==> config.mk <==
export PLATFORM = sky130hd
export DESIGN_NAME = fp_div
export DESIGN_NICKNAME = d
export VERILOG_FILES = /design/src/rtl/fp_pkg.sv /design/src/rtl/fp_rm_pkg.sv /design/src/rtl/grs_rounder.sv /design/src/rtl/fp_div.sv
export SDC_FILE = /design/constraint.sdc
export NUM_CORES = 1
export LEC_CHECK = 0
export ABC_AREA = 1
export CORE_MARGIN = 2
export CORE_UTILIZATION = 39
export CTS_CLUSTER_DIAMETER = 40
export DETAILED_ROUTE_END_ITERATION = 8
export SLEW_MARGIN = 10
export SYNTH_ARGS = -nofsm -noshare
export SYNTH_HDL_FRONTEND = slang
export SYNTH_HIERARCHICAL = 1
export SYNTH_SLANG_ARGS = --single-unit
export TNS_END_PERCENT = 10
==> constraint.sdc <==
create_clock -name clk -period 4.91 [get_ports clk]
set_clock_uncertainty 0.2 [all_clocks]
set_input_delay 0.982 -clock clk [delete_from_list [all_inputs] [get_ports clk]]
set_output_delay 0.982 -clock clk [all_outputs]
set_load 0.02 [all_outputs]
==> src/rtl/fp_pkg.sv <==
// IEEE-754 format constants, special-value builders and the divider FSM states.
package fp_pkg;
    typedef enum logic [2:0] {IDLE, PREP, ITER, ROUND, DONE} div_state_e;

    function automatic int fp_exp_w(input int w);
        return (w == 64) ? 11 : (w == 32) ? 8 : 5;
    endfunction

    function automatic int fp_mant_w(input int w);
        return (w == 64) ? 52 : (w == 32) ? 23 : 10;
    endfunction

    function automatic int fp_bias(input int w);
        return (w == 64) ? 1023 : (w == 32) ? 127 : 15;
    endfunction

    // Builders return a 64-bit container; callers size-cast to their width.
    function automatic logic [63:0] fp_zero(input int w, input logic s);
        logic [63:0] r;
        r        = '0;
        r[w-1]   = s;
        return r;
    endfunction

    function automatic logic [63:0] fp_inf(input int w, input logic s);
        logic [63:0] r;
        r = '0;
        for (int i = 0; i < 64; i++)
            if (i >= fp_mant_w(w) && i < w - 1) r[i] = 1'b1;
        r[w-1] = s;
        return r;
    endfunction

    function automatic logic [63:0] fp_qnan(input int w);
        logic [63:0] r;
        r = fp_inf(w, 1'b0);
        r[fp_mant_w(w)-1] = 1'b1;
        return r;
    endfunction
endpackage

==> src/rtl/fp_rm_pkg.sv <==
// Rounding-mode codes shared by every floating-point unit in the codebase.
package fp_rm_pkg;
    localparam logic [2:0] RM_RNE = 3'd0;
    localparam logic [2:0] RM_RTZ = 3'd1;
    localparam logic [2:0] RM_RDN = 3'd2;
    localparam logic [2:0] RM_RUP = 3'd3;
    localparam logic [2:0] RM_RMM = 3'd4;
endpackage

==> src/rtl/grs_rounder.sv <==
// Rounds a significand carrying guard/round/sticky bits to OUT_W bits; carry flags a round-up overflow.
module grs_rounder
    import fp_rm_pkg::*;
#(
    parameter int IN_W  = 14,
    parameter int OUT_W = 11
) (
    input  logic [IN_W-1:0]  in_sig,
    input  logic             sign,
    input  logic [2:0]       rm,
    output logic [OUT_W-1:0] out_sig,
    output logic             carry
);
    logic [OUT_W-1:0] keep;
    logic             g, rs, inc;
    logic [OUT_W:0]   sum;

    always_comb begin
        keep = in_sig[IN_W-1 -: OUT_W];
        g    = in_sig[IN_W-OUT_W-1];
        rs   = |in_sig[IN_W-OUT_W-2:0];
        case (rm)
            RM_RNE:  inc = g & (rs | keep[0]);
            RM_RTZ:  inc = 1'b0;
            RM_RDN:  inc = sign & (g | rs);
            RM_RUP:  inc = ~sign & (g | rs);
            RM_RMM:  inc = g;
            default: inc = 1'b0;
        endcase
        sum     = {1'b0, keep} + {{OUT_W{1'b0}}, inc};
        out_sig = sum[OUT_W-1:0];
        carry   = sum[OUT_W];
    end
endmodule

==> src/rtl/fp_div.sv <==
// Multi-cycle IEEE-754 divider: restoring radix-2, one quotient bit per cycle.
// Define FP_DIV_SUBNORMAL_EN to produce subnormal results instead of flushing to zero.
module fp_div
    import fp_pkg::*;
#(
    parameter int WIDTH = 16
) (
    input  logic             clk,
    input  logic             rst_n,
    input  logic             in_valid,
    output logic             in_ready,
    input  logic [WIDTH-1:0] a,
    input  logic [WIDTH-1:0] b,
    input  logic [2:0]       rm,
    output logic             out_valid,
    input  logic             out_ready,
    output logic [WIDTH-1:0] result,
    output logic             div_by_zero
);
    localparam int EXP_W    = fp_exp_w(WIDTH);
    localparam int MANT_W   = fp_mant_w(WIDTH);
    localparam int EXP_BIAS = fp_bias(WIDTH);
    localparam int SIG_W    = MANT_W + 1;
    localparam int REM_W    = MANT_W + 2;
    localparam int QUO_W    = MANT_W + 3;
    localparam int RND_W    = MANT_W + 4;
    localparam int CNT_W    = $clog2(MANT_W + 4);
    localparam int SH_W     = $clog2(MANT_W + 1);

    typedef logic signed [EXP_W+1:0] exp_t;
    localparam exp_t EXP_ZERO = exp_t'(0);
    localparam exp_t EXP_ONE  = exp_t'(1);
    localparam exp_t EXP_MAX  = exp_t'((1 << EXP_W) - 1);
    localparam exp_t EXP_BSD  = exp_t'(EXP_BIAS);

    div_state_e       state_q, state_d;
    logic [WIDTH-1:0] op_a_q, op_a_d, op_b_q, op_b_d, result_q, result_d;
    logic [2:0]       rm_q, rm_d;
    logic             sign_q, sign_d, dbz_q, dbz_d;
    exp_t             exp_q, exp_d;
    logic [SIG_W-1:0] div_q, div_d;
    logic [REM_W-1:0] rem_q, rem_d;
    logic [QUO_W-1:0] quo_q, quo_d;
    logic [CNT_W-1:0] cnt_q, cnt_d;

    logic [EXP_W-1:0]  ea_f, eb_f;
    logic [MANT_W-1:0] fa, fb;
    logic              a_zero, b_zero, a_inf, b_inf, a_nan, b_nan, a_sub, b_sub, special;
    logic [SH_W-1:0]   lza, lzb;
    logic [SIG_W-1:0]  ma, mb;
    exp_t              ea, eb, exp_pre, exp_r;
    logic              ge, sticky;
    logic [REM_W-1:0]  diff;
    logic [RND_W-1:0]  rnd_in;
    logic [SIG_W-1:0]  rnd_out;
    logic              rnd_carry;

    // Shift that brings the top set bit of a subnormal fraction to the implicit position.
    function automatic logic [SH_W-1:0] lzc(input logic [MANT_W-1:0] f);
        lzc = SH_W'(MANT_W);
        for (int i = 0; i < MANT_W; i++)
            if (f[i]) lzc = SH_W'(MANT_W - i);
    endfunction

    grs_rounder #(.IN_W(RND_W), .OUT_W(SIG_W)) u_rnd (
        .in_sig  (rnd_in),
        .sign    (sign_q),
        .rm      (rm_q),
        .out_sig (rnd_out),
        .carry   (rnd_carry)
    );

    always_ff @(posedge clk) begin
        if (!rst_n) begin
            state_q  <= IDLE;
            op_a_q   <= '0;
            op_b_q   <= '0;
            rm_q     <= '0;
            sign_q   <= 1'b0;
            dbz_q    <= 1'b0;
            exp_q    <= '0;
            div_q    <= '0;
            rem_q    <= '0;
            quo_q    <= '0;
            cnt_q    <= '0;
            result_q <= '0;
        end else begin
            state_q  <= state_d;
            op_a_q   <= op_a_d;
            op_b_q   <= op_b_d;
            rm_q     <= rm_d;
            sign_q   <= sign_d;
            dbz_q    <= dbz_d;
            exp_q    <= exp_d;
            div_q    <= div_d;
            rem_q    <= rem_d;
            quo_q    <= quo_d;
            cnt_q    <= cnt_d;
            result_q <= result_d;
        end
    end

    always_comb begin
        state_d = state_q;
        case (state_q)
            IDLE:    if (in_valid) state_d = PREP;
            PREP:    state_d = special ? DONE : ITER;
            ITER:    if (cnt_q == CNT_W'(1)) state_d = ROUND;
            ROUND:   state_d = DONE;
            DONE:    if (out_ready) state_d = IDLE;
            default: state_d = IDLE;
        endcase
    end

    always_comb begin
        in_ready  = (state_q == IDLE);
        out_valid = (state_q == DONE);
    end

    always_comb begin
        ea_f    = op_a_q[WIDTH-2 -: EXP_W];
        eb_f    = op_b_q[WIDTH-2 -: EXP_W];
        fa      = op_a_q[MANT_W-1:0];
        fb      = op_b_q[MANT_W-1:0];
        a_zero  = (ea_f == '0) && (fa == '0);
        b_zero  = (eb_f == '0) && (fb == '0);
        a_sub   = (ea_f == '0) && (fa != '0);
        b_sub   = (eb_f == '0) && (fb != '0);
        a_inf   = (&ea_f) && (fa == '0);
        b_inf   = (&eb_f) && (fb == '0);
        a_nan   = (&ea_f) && (fa != '0);
        b_nan   = (&eb_f) && (fb != '0);
        special = a_zero | b_zero | a_inf | b_inf | a_nan | b_nan;
        lza     = lzc(fa);
        lzb     = lzc(fb);
        ma      = a_sub ? ({1'b0, fa} << lza) : {1'b1, fa};
        mb      = b_sub ? ({1'b0, fb} << lzb) : {1'b1, fb};
        ea      = a_sub ? EXP_ONE - exp_t'(lza) : exp_t'(ea_f);
        eb      = b_sub ? EXP_ONE - exp_t'(lzb) : exp_t'(eb_f);
        exp_pre = ea - eb + EXP_BSD;
    end

    always_comb begin
        ge     = rem_q >= {1'b0, div_q};
        diff   = ge ? rem_q - {1'b0, div_q} : rem_q;
        sticky = |rem_q;
        exp_r  = rnd_carry ? exp_q + EXP_ONE : exp_q;
`ifdef FP_DIV_SUBNORMAL_EN
        begin
            logic [RND_W-1:0] v, vs;
            exp_t             sh;
            logic             lost;
            v  = {quo_q, sticky};
            sh = EXP_ONE - exp_q;
            if (sh > exp_t'(RND_W)) sh = exp_t'(RND_W);
            vs   = v >> sh;
            lost = 1'b0;
            for (int i = 0; i < RND_W; i++)
                if (exp_t'(i) < sh) lost = lost | v[i];
            rnd_in = (exp_q <= EXP_ZERO) ? {vs[RND_W-1:1], vs[0] | lost} : v;
        end
`else
        rnd_in = {quo_q, sticky};
`endif
    end

    always_comb begin
        op_a_d   = op_a_q;
        op_b_d   = op_b_q;
        rm_d     = rm_q;
        sign_d   = sign_q;
        dbz_d    = dbz_q;
        exp_d    = exp_q;
        div_d    = div_q;
        rem_d    = rem_q;
        quo_d    = quo_q;
        cnt_d    = cnt_q;
        result_d = result_q;
        case (state_q)
            IDLE: if (in_valid) begin
                op_a_d = a;
                op_b_d = b;
                rm_d   = rm;
                dbz_d  = 1'b0;
            end
            PREP: begin
                sign_d = op_a_q[WIDTH-1] ^ op_b_q[WIDTH-1];
                div_d  = mb;
                quo_d  = '0;
                cnt_d  = CNT_W'(QUO_W);
                // Pre-shift keeps the first quotient bit at 1 so the result is already normalized.
                if (ma < mb) begin
                    rem_d = {ma, 1'b0};
                    exp_d = exp_pre - EXP_ONE;
                end else begin
                    rem_d = {1'b0, ma};
                    exp_d = exp_pre;
                end
                if (a_nan | b_nan | (a_zero & b_zero) | (a_inf & b_inf))
                    result_d = WIDTH'(fp_qnan(WIDTH));
                else if (b_zero) begin
                    result_d = WIDTH'(fp_inf(WIDTH, sign_d));
                    dbz_d    = 1'b1;
                end else if (a_inf)
                    result_d = WIDTH'(fp_inf(WIDTH, sign_d));
                else if (a_zero | b_inf)
                    result_d = WIDTH'(fp_zero(WIDTH, sign_d));
            end
            ITER: begin
                quo_d = {quo_q[QUO_W-2:0], ge};
                rem_d = {diff[REM_W-2:0], 1'b0};
                cnt_d = cnt_q - CNT_W'(1);
            end
            ROUND: begin
                if (exp_q <= EXP_ZERO) begin
`ifdef FP_DIV_SUBNORMAL_EN
                    // A round-up into the implicit bit lands on the minimum normal exponent.
                    result_d = {sign_q, {(EXP_W-1){1'b0}}, rnd_out[MANT_W], rnd_out[MANT_W-1:0]};
`else
                    result_d = WIDTH'(fp_zero(WIDTH, sign_q));
`endif
                end else if (exp_r >= EXP_MAX)
                    result_d = WIDTH'(fp_inf(WIDTH, sign_q));
                else
                    result_d = {sign_q, exp_r[EXP_W-1:0], rnd_out[MANT_W-1:0]};
            end
            default: ;
        endcase
    end

    assign result      = result_q;
    assign div_by_zero = dbz_q;
endmodule

# --- Word-level counts from Yosys, hierarchy flattened ---
# Cells that the tools add are included.
word_totals:
  reg_bits: 103
  latchBits: 0
  ramBits: 0
  mem_bits_ro: 0
  input_bits: 39
  word_cells: 131
  mem_count: 0
classes:
  n_addsub: 9
  mul: 0
  div_mod_pow: 0
  order_cmp: 4
  eq_ne: 14
  shifts: 2
  n_mux: 46
  bitwise_logic: 18
  reduce_logical: 26
ops:
  columns: ["op", "count"]
  rows:
  - ["16-bit 2-to-1 mux", 4]
  - ["4-bit 2-to-1 mux", 16]
  - ["11-bit 2-to-1 mux", 3]
  - ["16-bit case mux with 2 select lines", 1]
  - ["15-bit 2-to-1 mux", 2]
  - ["7-bit 2-to-1 mux", 4]
  - ["13-bit case mux with 2 select lines", 1]
  - ["12-bit case mux with 2 select lines", 1]
  - ["10-bit by 4-bit left shift with 11-bit output", 2]
  - ["10-bit logical NOT", 2]
  - ["10-bit nonzero test", 2]
  - ["3-bit case mux with 5 select lines", 1]
  - ["13-bit OR reduction", 1]
  - ["11-bit by 1-bit adder with 12-bit output", 1]
  - ["3-bit by 2-bit == test with 1-bit output, second input constant", 4]
  - ["12-bit by 11-bit >= comparator with 1-bit output", 1]
  - ["12-bit 2-to-1 mux", 1]
  - ["3-bit 2-to-1 mux", 4]
  - ["11-bit < comparator", 1]
  - ["1-bit bitwise OR", 11]
  - ["11-bit subtractor", 1]
  - ["5-bit logical NOT", 2]
  - ["5-bit AND reduction", 2]
  - ["1-bit by 4-bit subtractor with 5-bit output, first input constant", 2]
  - ["27 further kinds", 49]

# --- Logic depth before layout (Yosys ltp) ---
# Gate-level depths: netlist of the first run.
logic_depth:
  depth_word: 15
  depth_mapped: 28
  ltp_nobuf: 27

# --- By module ---
# The synthesis of the first run kept the hierarchy.
by_module_without_submodules:
  columns: ["mod", "instances", "cells_each", "area_each_um2", "seq_area_each_um2"]
  rows:
  - ["fp_div", 1, 999, 6587.6, 2062.0]
  - ["grs_rounder", 1, 67, 326.6, 0.0]

# --- Worst setup path after synthesis of the first run ---
# No wires, ideal clock.
synth_path:
  path_kind: "reg-to-reg"
  startpoint: "register op_b_q[12]"
  endpoint: "register exp_q[6]"
  setup_time_ns: 0.115
  t_arrival_ns: 3.190
  required_ns: 4.595
  slack_ns: 1.405
  path_stages_with_launch: 19
  path_buffers: 1
  cell_sequence: "dfxtp_1 > nor4_2 > nand2_4 > inv_1 > clkbuf_1 > a21oi_1 > ha_1 > ha_1 > fa_1 > a21oi_1 > nor2_1 > nor2_1 > xor2_1 > nand4_1 > xnor2_1 > nand2_1 > nand3_1 > o211ai_1 > inv_2"
synth_between:
  elab_chain_len: 7
  word_cells_on_any_way: 9
  cone_classes: "add/sub: 3; order compare: 1; mux: 3; reduce/logical: 2"
synth_lines:
  columns: ["item", "line_no", "rtl"]
  rows:
  - ["from (decl)", "fp_div.sv:37", "logic [WIDTH-1:0] op_a_q, op_a_d, op_b_q, op_b_d, result_q, result_d;"]
  - ["from (signal assigned)", "fp_div.sv:90", "op_b_q <= op_b_d;"]
  - ["5-bit logical NOT", "fp_div.sv:128", "b_sub = (eb_f == '0) && (fb != '0);"]
  - ["1-bit logical AND", "fp_div.sv:128", null]
  - ["7-bit 2-to-1 mux", "fp_div.sv:139", "eb = b_sub ? EXP_ONE - exp_t'(lzb) : exp_t'(eb_f);"]
  - ["7-bit subtractor", "fp_div.sv:140", "exp_pre = ea - eb + EXP_BSD;"]
  - ["7-bit by 5-bit adder with 7-bit output", "fp_div.sv:140", null]
  - ["7-bit by 2-bit subtractor with 7-bit output", "fp_div.sv:194", "exp_d = exp_pre - EXP_ONE;"]
  - ["7-bit 2-to-1 mux (*)", "fp_div.sv:192", "if (ma < mb) begin"]
  - ["to (signal assigned)", "fp_div.sv:94", "exp_q <= exp_d;"]
  - ["to (decl)", "fp_div.sv:40", "exp_t exp_q, exp_d;"]
# Mark *: on every way between the ends. The rest lies on a longest branch, timed or not.
# A chain may end at the register's enable or synchronous reset.

# --- Final worst setup path of the first run ---
layout_path:
  startpoint: "register op_b_q[4]"
  endpoint: "register exp_q[6]"
layout_between:
  elab_chain_len: 12
  word_cells_on_any_way: 17
  cone_classes: "add/sub: 4; order compare: 1; shift: 1; mux: 9; reduce/logical: 2"
layout_lines:
  columns: ["item", "line_no", "rtl"]
  rows:
  - ["4-bit 2-to-1 mux (6 in a row)", "fp_div.sv:62", "if (f[i]) lzc = SH_W'(MANT_W - i);"]
  - ["1-bit by 4-bit subtractor with 5-bit output", "fp_div.sv:139", null]
  - ["7-bit 2-to-1 mux", "fp_div.sv:139", null]
  - ["7-bit subtractor", "fp_div.sv:140", null]
  - ["7-bit by 5-bit adder with 7-bit output", "fp_div.sv:140", null]
  - ["7-bit by 2-bit subtractor with 7-bit output", "fp_div.sv:194", null]
  - ["7-bit 2-to-1 mux (*)", "fp_div.sv:192", null]
# Marked as above.

==> results.sh, run 1 <==
export IMPL_slew_viol_final=0
export IMPL_grt_pass1_vias=6076
export IMPL_status="completed"
export IMPL_fin_crit_sh_pct=81.7
export IMPL_critPathKind="register to register"
export IMPL_maxCapViolCount=0
export IMPL_startpoint_type="register"
export IMPL_io_buffer_count=57
export IMPL_grt_max_degree=44
export IMPL_max_slew_margin_pct=34.8
export IMPL_hold_path_class="register to register"
export IMPL_syn_instance_count=1058
export IMPL_grt_total_usage_pct=20.8
export IMPL_clk_latency_ns=0.36
export IMPL_syn_to_final_growth_pct=15.6
export IMPL_dieHeight_um=137
export IMPL_cts_buffers=9
export IMPL_end_kind="register"
export IMPL_dr_pass1_iters=5
export IMPL_syn_num_nets=1141
export IMPL_arrival_ns=4.07
export IMPL_cts_tree="built"
export IMPL_cts_resized=0
export IMPL_grt_pass1_wl_mm=30.9
export IMPL_setup_slack_ns=0.901
export IMPL_crit_path_max_incr_delay_ns=0.40
export IMPL_clock_sinks=103
export IMPL_start_util_pct=39.8
export IMPL_final_hold_violation_count=0
export IMPL_register_area_um2=2060
export IMPL_met1_usage_pct=30.4
export IMPL_dp_cells=1310
export IMPL_path_cells="inv_1 -> nand4_2 -> nor2_8 -> nand2_2 -> nand2_4 -> inv_1 -> a21oi_1 -> ha_1 -> ha_1 -> fa_1 -> a21oi_1 -> nor2_1 -> nor2_1 -> xor2_1 -> nand4_1 -> xnor2_1 -> nand2_1 -> nand3_1 -> o211ai_1 -> inv_2"
export IMPL_crit_path_top_delay_cell="fa_1"
export IMPL_vias_per_cell=5.18
export IMPL_clk_pin_slew_worst_paths_ns=0.08
export IMPL_grt_busiest_layer="met2"
export IMPL_cts_root_buf="clkbuf_16"
export IMPL_cts_setup_buffers=0
export IMPL_antenna_left=0
export IMPL_synth_area_um2=6880
export IMPL_nets=1179
export IMPL_drc=0
export IMPL_dieArea_um2=18700
export IMPL_worst_path_max_fanout=14
export IMPL_vias=6875
export IMPL_multiInputGateArea_um2=4100
export IMPL_crit_family="simple AND/OR/NAND/NOR gates"
export IMPL_min_period_ns=4.01
export IMPL_antenna_found_initial=0
export IMPL_htreeDepth=3
export IMPL_drt_iter0_drc=499
export IMPL_layout_drive_gt1_share_pct=5.36
export IMPL_detailed_place_hpwl_mm=14.3
export IMPL_max_freq_mhz=249
export IMPL_clockBufferDepth=2
export IMPL_gp_congestion=0.954
export IMPL_core_area_um2=17300
export IMPL_fp_row_count=48
export IMPL_n_antenna_cell=0
export IMPL_use_met2_pct=31.4
export IMPL_fp_dieW_um=137
export IMPL_routed_wl_mm=18.7
export IMPL_final_setup_tns_ns=0
export IMPL_wire_per_inst_um=14.1
export IMPL_layout_cells_non_filler=1326
export IMPL_fillerInstances=1812
export IMPL_cts_hold_buf=0
export IMPL_pin_count=58
export IMPL_grt_ovfl_total=0
export IMPL_max_slew_worst_pin_slew_ns=0.977
export IMPL_cp_data_required_time_ns=4.97
export IMPL_synth_avg_cell_area_um2=6.50
export IMPL_globalRouteMet3Util_pct=2.48
export IMPL_grt_setup_unrepaired="no"
export IMPL_dp_slack_ns=0.889
export IMPL_cp_num_buf_inv=3
export IMPL_ys_warn_count=6
export IMPL_setup_violations=0
-- tightest hold or removal path, stage by stage (launching register included) --
cell and delay (ns):
dfxtp_1 0.31, inv_1 0.05, a21oi_1 0.05
-- registers in the layout (all words and copies together), names as in the netlist --
register and count:
div_q 11, op_a_q 16, result 16, div_by_zero 1, rm_q 3, rem_q 12
sign_q 1, op_b_q 16, cnt_q 4, quo_q 13, state_q 3, exp_q 7
-- per-layer routing --
layer | share of wire, % | vias up
met5 | 0 | -
met3 | 3.9 | 26
met2 | 43 | 171
li1 | - | 3569
met1 | 51 | 3109
met4 | 2.3 | 0
-- final timing paths --
kind	end	cells past startpoint	slack, ns	start
setup / recovery	exp_q[6]	20	0.90	op_b_q[4]
hold / removal	div_by_zero	2	0.25	div_by_zero
hold reg to reg	div_by_zero	2	0.25	div_by_zero
setup reg to reg	exp_q[6]	20	0.90	op_b_q[4]
-- area by class of cell --
cell class,instances,share of cell area [%]
Clock buffer,10,3.00
Clock inverter,6,1.05
Inverter,146,6.92
Multi-Input combinational cell,770,51.6
Sequential cell,103,25.9
Tap cell,225,3.54
Timing Repair Buffer,66,8.02
-- metrics by stage --
step / utilization [%] / area [um^2] / hold slack [ns]
after global placement: 44.1 / 7630 / 0.243
after detailed placement: 44.1 / 7630 / 0.246
final: 46.0 / 7960 / 0.251
after floorplan: - / 6880 / 0.241
after global routing: 46.0 / 7960 / 0.281
after CTS: 46.0 / 7960 / 0.258
-- placed cells by master, fill, tap and decap left out, types with 9 or more instances in the layout --
master           instances
clkdlybuf4s50_1         57
nand2_1                253
dfxtp_1                103
inv_1                  129
xor2_1                  19
nor3_1                  10
o211ai_1                12
nor2_1                  46
nand4_1                 10
inv_2                   14
buf_4                    9
clkbuf_16                9
o21ai_0                 76
a21oi_1                133
nand3_1                 90
o21ai_1                 22
ha_1                    42
Power of run 1 is left out: the tool's default activity adds up to more than one toggle a clock period on the data nets, which glitch-free logic cannot reach.
==> inputs of run 2 (changes only) <==
clock period = 3.8 ns   (was 4.91 ns; I/O delays follow)
==> run 2 against run 1 <==
  * Global-route usage is 0.38 points higher
  * Via count rose by 0.96%
  * Die area unchanged
  * Non-clock buffer count up 36
  * Critical path depth is 2 higher
  * First-iteration DRC count decreased by 9.6%
  * Sequential cell count did not move
  * Sequential share of layout area fell by 1.2 points
  * Final cell count up 2.8%
  * Worst hold slack better by 0.00051 ns
  * Routed wire length is 3.9% higher
  * Core utilization rose by 2.4 points
  * Critical endpoint unchanged
==> results.sh, run 2 (synthesized netlist as in run 1, its figures left out) <==
export IMPL_crit_family="adder cells"
export IMPL_grt_max_degree=64
export IMPL_pin_count=58
export IMPL_dr_pass1_iters=5
export IMPL_clock_sinks=103
export IMPL_core_area_um2=17300
export IMPL_dp_slack_ns=0.0555
export IMPL_clk_pin_slew_worst_paths_ns=0.08
export IMPL_grt_setup_unrepaired="yes"
export IMPL_nets=1216
export IMPL_cts_buffers=9
export IMPL_setup_violations=0
export IMPL_arrival_ns=3.64
export IMPL_detailed_place_hpwl_mm=14.5
export IMPL_crit_path_top_delay_cell="fa_2"
export IMPL_io_buffer_count=57
export IMPL_layout_commonest_cell="nand2_1"
export IMPL_cts_hold_buf=0
export IMPL_cp_data_required_time_ns=3.86
export IMPL_worst_path_max_fanout=13
export IMPL_layout_drive_gt1_share_pct=11.2
export IMPL_status="completed"
export IMPL_critPathKind="register to register"
export IMPL_grt_pass1_vias=6401
export IMPL_dieHeight_um=137
export IMPL_antenna_found_initial=0
export IMPL_cts_root_buf="clkbuf_16"
export IMPL_htreeDepth=3
export IMPL_hold_path_class="register to register"
export IMPL_grt_pass1_wl_mm=31.4
export IMPL_min_period_ns=3.58
export IMPL_end_kind="register"
export IMPL_path_cells="inv_1 -> buf_4 -> nand3_1 -> nand3_1 -> nand3_1 -> inv_2 -> nor2_4 -> buf_4 -> a21oi_2 -> ha_1 -> ha_1 -> fa_2 -> a21oi_1 -> nor2_1 -> nor2_1 -> xor2_1 -> nand4_1 -> xnor2_1 -> nand2_1 -> nand3_1 -> o211ai_1 -> inv_2"
export IMPL_start_util_pct=39.8
export IMPL_grt_ovfl_total=0
export IMPL_cp_num_buf_inv=5
export IMPL_crit_top_cell="nand3_1"
export IMPL_whs_ns=0.251
export IMPL_crit_path_max_incr_delay_ns=0.36
export IMPL_fp_dieW_um=137
export IMPL_drt_iter0_drc=451
export IMPL_dieArea_um2=18700
export IMPL_slew_viol_final=0
export IMPL_vias=6941
export IMPL_max_freq_mhz=279
export IMPL_grt_total_usage_pct=21.2
export IMPL_clockBufferDepth=2
export IMPL_drc=0
export IMPL_mostFrequentLayoutCells="nand2_1, a21oi_1, inv_1"
export IMPL_antenna_left=0
export IMPL_setup_slack_ns=0.219
export IMPL_startpoint_type="register"
export IMPL_final_hold_violation_count=0
export IMPL_routed_wl_mm=19.5
export IMPL_clk_latency_ns=0.37
export IMPL_vias_per_cell=5.09
export IMPL_n_antenna_cell=0
export IMPL_wire_per_inst_um=14.3
export IMPL_cts_tree="built"
export IMPL_maxCapViolCount=0
export IMPL_fin_crit_sh_pct=94.2
export IMPL_fp_row_count=48
export IMPL_max_slew_margin_pct=52.3
export IMPL_final_setup_tns_ns=0
export IMPL_gp_congestion=0.931
export IMPL_max_slew_worst_pin_slew_ns=0.714
export IMPL_syn_to_final_growth_pct=21.7
-- run 2: cell types whose count changed in the layout (fill, tap and decap cells not counted), moves of 4 or more --
cell,previous run,this run
a21oi_1,133,129
buf_4,9,44
nand2_2,5,13
nand2_1,253,245
-- run 2: metal layers --
layer  wire, um  vias to the layer above  GRT usage [%]
met2       8830                      151           34.9
met3        906                       27           4.07
met1       9360                     3118           28.7
li1           -                     3645              -
met4        368                        0           4.93
met5          0                        -              0
-- run 2: layout make-up --
| cell class | count | area, um^2 |
|---|---|---|
| fill | 1812 | 8920 |
| multi-input combinational | 771 | 4250 |
| sequential | 103 | 2070 |
| timing repair buffer | 102 | 912 |
| inverter | 146 | 554 |
| tap | 225 | 282 |
| clock buffer | 9 | 225 |
| clock inverter | 7 | 83.8 |
-- run 2: worst register-to-register path, cell delays in order, from the launching register on --
cell,delay (ns)
dfxtp_1,0.31
inv_1,0.12
buf_4,0.16
nand3_1,0.08
nand3_1,0.07
nand3_1,0.08
inv_2,0.11
nor2_4,0.04
buf_4,0.17
a21oi_2,0.18
ha_1,0.26
ha_1,0.24
fa_2,0.36
a21oi_1,0.15
nor2_1,0.05
nor2_1,0.13
xor2_1,0.22
nand4_1,0.14
xnor2_1,0.14
nand2_1,0.06
nand3_1,0.06
o211ai_1,0.10
inv_2,0.04
-- run 2: repair_timing --
action / in CTS / in global routing
endpoints found under the setup margin: 0 / 23
resized for setup: 0 / 41
buffers inserted: 0 / 14
-- run 2: final timing paths --
path,from,endpoint,slack [ns],cells past startpoint
hold reg to reg,div_by_zero,div_by_zero,0.25,2
setup / recovery,op_b_q[4],exp_q[6],0.22,22
hold / removal,div_by_zero,div_by_zero,0.25,2
setup reg to reg,op_b_q[4],exp_q[6],0.22,22
-- run 2: through the flow --
step	instance area [um^2]	util, %	cells
floorplan	6880	-	1058
global placement	7800	45.1	1332
detailed placement	7800	45.1	1332
CTS	8110	46.9	1348
global route	8370	48.4	1363
finish	8370	48.4	1363
Power of run 2 is left out for the same reason.
